File: config.mk
export PLATFORM = sky130hd
export DESIGN_NAME = ahfp_floor_arbiter
export DESIGN_NICKNAME = d
export VERILOG_FILES = /design/src/rtl/ahfp_floor_arbiter.sv
export SDC_FILE = /design/constraint.sdc
export NUM_CORES = 1
export LEC_CHECK = 0
export BUFFER_PORTS_ARGS = -buffer_cell sky130_fd_sc_hd__buf_4
export CAP_MARGIN = 0
export CORE_ASPECT_RATIO = 1.1
export CORE_MARGIN = 5
export CORE_UTILIZATION = 30
export DETAILED_ROUTE_END_ITERATION = 12
export GPL_TIMING_DRIVEN = 0
export PLACE_DENSITY = 0.49
export SYNTH_ARGS = -nofsm -noshare
export SYNTH_HDL_FRONTEND = slang
export SYNTH_SLANG_ARGS = --single-unit
File: constraint.sdc
create_clock -name clk -period 1.8 [get_ports clk]
set_input_delay 0.36 -clock clk [delete_from_list [all_inputs] [get_ports clk]]
set_output_delay 0.36 -clock clk [all_outputs]
set_load 0.02 [all_outputs]
File: src/rtl/ahfp_floor_arbiter.sv
// Two-requester front end for one shared IEEE-754 single-precision floor unit.
// Each requester owns a one-deep pending slot; a small FSM grants, executes and returns results.
module ahfp_floor_arbiter #(
  parameter int unsigned LATENCY     = 2,
  parameter bit          ROUND_ROBIN = 1'b1
) (
  input  logic        clk,
  input  logic        reset_n,
  input  logic        clk_en,
  input  logic        req0_start,
  input  logic [31:0] req0_dataa,
  output logic        req0_done,
  output logic [31:0] req0_result,
  input  logic        req1_start,
  input  logic [31:0] req1_dataa,
  output logic        req1_done,
  output logic [31:0] req1_result,
  output logic        busy
);

  typedef enum logic [1:0] {
    ST_IDLE,
    ST_EXEC,
    ST_DONE
  } state_e;

  localparam logic [2:0] CNT_INIT = 3'(LATENCY - 1);

  function automatic logic [31:0] fp_floor(input logic [31:0] d);
    logic [7:0]  e;
    logic [22:0] m;
    logic [4:0]  sh;
    e  = d[30:23];
    m  = d[22:0];
    sh = 5'(8'd150 - e);
    if (d[31] || (e < 8'd127)) return 32'h0000_0000;
    else if (e <= 8'd149)      return {1'b0, e, m & (23'h7F_FFFF << sh)};
    else                       return {1'b0, e, m};
  endfunction

  state_e      state_q, state_d;
  logic [2:0]  cnt_q, cnt_d;
  logic        grant_q, grant_d;
  logic        last_grant_q, last_grant_d;
  logic        turn_q, turn_d;
  logic        pend0_q, pend0_d;
  logic        pend1_q, pend1_d;
  logic [31:0] opnd0_q, opnd0_d;
  logic [31:0] opnd1_q, opnd1_d;
  logic [31:0] op_q, op_d;
  logic        done0_q, done0_d;
  logic        done1_q, done1_d;
  logic [31:0] result0_q, result0_d;
  logic [31:0] result1_q, result1_d;

  logic        accept0, accept1, pick1;
  logic [31:0] floor_out;

  // A start is taken into an empty slot, or into the slot being returned this cycle.
  assign accept0   = clk_en & req0_start & (~pend0_q | done0_q);
  assign accept1   = clk_en & req1_start & (~pend1_q | done1_q);
  assign pick1     = pend1_q & (~pend0_q | (ROUND_ROBIN & ~last_grant_q));
  assign floor_out = fp_floor(op_q);

  // NOTE: every *_d starts at its held value, so no path through this block infers a latch.
  always_comb begin
    state_d      = state_q;
    cnt_d        = cnt_q;
    grant_d      = grant_q;
    last_grant_d = last_grant_q;
    turn_d       = turn_q;
    pend0_d      = pend0_q;
    pend1_d      = pend1_q;
    opnd0_d      = opnd0_q;
    opnd1_d      = opnd1_q;
    op_d         = op_q;
    done0_d      = done0_q;
    done1_d      = done1_q;
    result0_d    = result0_q;
    result1_d    = result1_q;

    if (clk_en) begin
      done0_d = 1'b0;
      done1_d = 1'b0;
      turn_d  = 1'b0;
      pend0_d = accept0 | (pend0_q & ~done0_q);
      pend1_d = accept1 | (pend1_q & ~done1_q);
      if (accept0) opnd0_d = req0_dataa;
      if (accept1) opnd1_d = req1_dataa;

      case (state_q)
        ST_IDLE: begin
          // The cycle right after a return is a turnaround: no grant is issued in it.
          if (!turn_q && (pend0_q || pend1_q)) begin
            grant_d = pick1;
            op_d    = pick1 ? opnd1_q : opnd0_q;
            cnt_d   = CNT_INIT;
            state_d = ST_EXEC;
          end
        end
        ST_EXEC: begin
          if (cnt_q == 3'd0) begin
            if (grant_q) begin
              result1_d = floor_out;
              done1_d   = 1'b1;
            end else begin
              result0_d = floor_out;
              done0_d   = 1'b1;
            end
            state_d = ST_DONE;
          end else begin
            cnt_d = cnt_q - 3'd1;
          end
        end
        ST_DONE: begin
          last_grant_d = grant_q;
          turn_d       = 1'b1;
          state_d      = ST_IDLE;
        end
        default: state_d = ST_IDLE;
      endcase
    end
  end

  // NOTE: state registers use non-blocking assignments so all flops update from pre-edge values.
  always_ff @(posedge clk or negedge reset_n) begin
    if (!reset_n) begin
      state_q      <= ST_IDLE;
      cnt_q        <= 3'd0;
      grant_q      <= 1'b0;
      last_grant_q <= 1'b1;
      turn_q       <= 1'b0;
      pend0_q      <= 1'b0;
      pend1_q      <= 1'b0;
      opnd0_q      <= 32'h0;
      opnd1_q      <= 32'h0;
      op_q         <= 32'h0;
      done0_q      <= 1'b0;
      done1_q      <= 1'b0;
      result0_q    <= 32'h0;
      result1_q    <= 32'h0;
    end else begin
      state_q      <= state_d;
      cnt_q        <= cnt_d;
      grant_q      <= grant_d;
      last_grant_q <= last_grant_d;
      turn_q       <= turn_d;
      pend0_q      <= pend0_d;
      pend1_q      <= pend1_d;
      opnd0_q      <= opnd0_d;
      opnd1_q      <= opnd1_d;
      op_q         <= op_d;
      done0_q      <= done0_d;
      done1_q      <= done1_d;
      result0_q    <= result0_d;
      result1_q    <= result1_d;
    end
  end

  assign req0_done   = done0_q;
  assign req1_done   = done1_q;
  assign req0_result = result0_q;
  assign req1_result = result1_q;
  assign busy        = (state_q != ST_IDLE) | pend0_q | pend1_q;

endmodule

==> out/qor.csv <==
stage;metric;value;unit
die;initial_utilization;30.6;%
grt;grt_pass1_vias;5957;
grt;grt_usage;15.8;%
finish;postLayoutCellArea;10300;µm²
finish;layout_commonest_cell;buf_4;
worst_hold_path;hp-start;req1_dataa[3];
grt;antenna_found_initial;0;
power_and_ir_drop;p_total;17.9;mW
die;dieArea;28400;µm²
yosys;yosysWarnings;0;
placed_design;placedInstanceArea;8990;µm²
die;ios;136;
setup_path;cp-end-kind;output port;
grt;grt_overflow_total;0;
yosys;synth_area;7540;µm²
detailed_routing;drt_iter0_drc;425;
placed_design;dp_slack;-0.472;ns
yosys;synth_edf_count;0;
detailed_routing;drt_pass1_iterations;4;
yosys;ys_async_sr_fraction;100;%
clock_tree;cts_max_path_buffers;2;
detailed_routing;drc;0;
setup_path;rr_worst_depth;6;
yosys;netlist_instances;646;
power_and_ir_drop;ir_drop;0.866;mV
worst_hold_path;worstHoldPathCells;2;
die;die_x;161;µm
setup_path;reg2reg_from;op_q[23];
timing;fin_crit_sh;104;%
finish;syn_to_final_growth;36.8;%
timing;tightest_slew;0.564;ns
clock_tree;htreeDepth;4;
finish;instances_no_fill;1159;
finish;drive_gt1_share;42.5;%
yosys;ys_ff_latch;170;
timing;setup_viol;7;
timing;slew_violations;0;
timing;grt_setup_unrepaired;true;
worst_hold_path;min_to;opnd1_q[3];
setup_path;critPathMaxFanout;4;
die;rows;60;
detailed_routing;finalWirelength;22400;µm
timing;hold_ws;0.138;ns
clock_tree;clock_latency;0.43;ns
power_and_ir_drop;p_leak;4.70;nW
detailed_routing;via_count;5757;
finish;final_cell_mix;buf_4, dfrtp_1, nand2_1, mux2_2, o21ai_1;
finish;utilization;41.9;%
timing;max_freq;537;MHz
placed_design;hpwl;16200;µm
placed_design;io_buffers;133;
placed_design;placedCellCount;1091;
die;die_h;176;µm
placed_design;gp_congestion;0.829;
timing;slew_headroom;62.4;%
setup_path;regToRegSetupSlack;-0.05;ns
yosys;ys.flop_type;dfrtp_1;
setup_path;reg2reg_to;req1_result[20];
finish;n_antenna_cell;0;
clock_tree;cts_tree;done;
status;outcome;finished with violations;
worst_hold_path;hp-class;input pin to register;
setup_path;crit_arrival;1.50;ns
yosys;syn_avg_cell_area;11.7;µm²
timing;setup_tns;-0.216;ns
finish;nNetsFinal;914;
timing;setup_slack;-0.0634;ns
detailed_routing;wl_per_cell;19.3;µm
detailed_routing;antenna_left;0;
grt;grt_first_pass_wirelength;34800;µm
setup_path;required;1.44;ns
timing;hold_viol_final;0;
yosys;yosysUniqueCellTypes;57;
setup_path;start_kind;register;
status;failed_checks;setup timing;
timing;fin_skew;0.00637;ns
clock_tree;cts.sinks;170;
yosys;yosysSeqAreaShare;56.4;%
detailed_routing;viasPerCell;4.97;
timing;min_period;1.86;ns
clock_tree;clockRootBuffer;clkbuf_16;
clock_tree;numCtsBuffers;17;
grt;grt_start_max_net_pins;101;
power_and_ir_drop;cellPowerDensity;1740;nW/µm²
clock_tree;clk_pin_slew;0.07;ns
setup_path;worst-setup-path-type;register to output port;
flow_run;cap_violations;0;
die;core_area;24600;µm²
cells in the mapped netlist (4+ instances only):
cell type  count  area share [%]
a31oi_1       21             1.7
a21boi_0      14             1.4
buf_6          5            0.75
nand4b_1       5            0.58
dfrtp_1      169              56
ha_1           9             1.5
a21oi_1       11            0.73
nand4_1        6            0.50
mux2_2        61             9.1
buf_2         19             1.3
nand2_1       93             4.6
mux2i_1       32             4.2
mux2_1         6            0.90
o21ai_0       15             1.0
nand3_1       13            0.86
clkbuf_1      19            0.95
nand2b_1       6            0.50
a32o_1        14             1.9
o31ai_1        8            0.80
o211ai_1       7            0.70
nor2_1         4            0.20
and2_1         4            0.33
o21ai_1       47             3.1
inv_1         11            0.55
worst max-delay path by stage:
stage / start / endpoint / cells after the start
global placement: reset_n / opnd1_q[8] / 1
CTS: state_q[0] / busy / 2
global route: state_q[0] / busy / 2
detailed placement: cnt_q[1] / req0_done / 7
floorplan: cnt_q[1] / req1_result[22] / 9
finish: pend1_q / busy / 2
critical path, stage by stage (launching register included):
cell	delay (ns)
dfrtp_1	0.42
or4_4	0.50
buf_6	0.15
cell families after synthesis:
kind of cell    Yosys count  share of synthesized area [%]
fa+ha+maj                 9                           1.49
mux                      99                           14.3
xor+xnor                  4                          0.465
other cells               1                         0.0497
flops                   170                           56.4
buf+inv                  58                           3.85
compound gates          159                           14.0
simple gates            146                           9.44
registers in the layout, summed over array words and instances, names as in the netlist:
register	flops
req0_result	31
pend1_q	1
req0_done	1
cnt_q	3
last_grant_q	1
state_q	2
op_q	32
pend0_q	1
grant_q	1
opnd0_q	32
req1_done	1
turn_q	1
opnd1_q	32
req1_result	31
area by class of cell:
class | count | area (µm²)
fill | 2404 | 14300
clock buffer | 17 | 425
inverter | 11 | 45.0
multi-input combinational | 419 | 3270
sequential | 170 | 4260
timing repair buffer | 173 | 1390
clock inverter | 15 | 189
buffer | 44 | 354
tap | 310 | 388
layer usage:
metal | global-route usage (%) | share of wire [%] | vias up
met4 | 4.30 | 1.1 | 0
met5 | 0 | 0 | -
met1 | 21.2 | 47 | 2899
met2 | 25.7 | 47 | 126
met3 | 3.92 | 5.0 | 16
li1 | - | - | 2716
what timing repair did:
action,in CTS,in global routing
endpoints found under the hold margin,69,0
pin swaps,21,28
hold buffers,1,0
gates cloned,1,1
resized for setup,77,43
setup buffers,27,10
setup endpoints to repair,157,73
power breakdown:
part	total, mW	switching, mW	internal [mW]
Clock	3.87	1.66	2.21
Sequential	6.36	1.04	5.32
Combinational	7.68	4.02	3.67
Total	17.9	6.72	11.2
No activity file was read; power rests on OpenSTA's default activity.
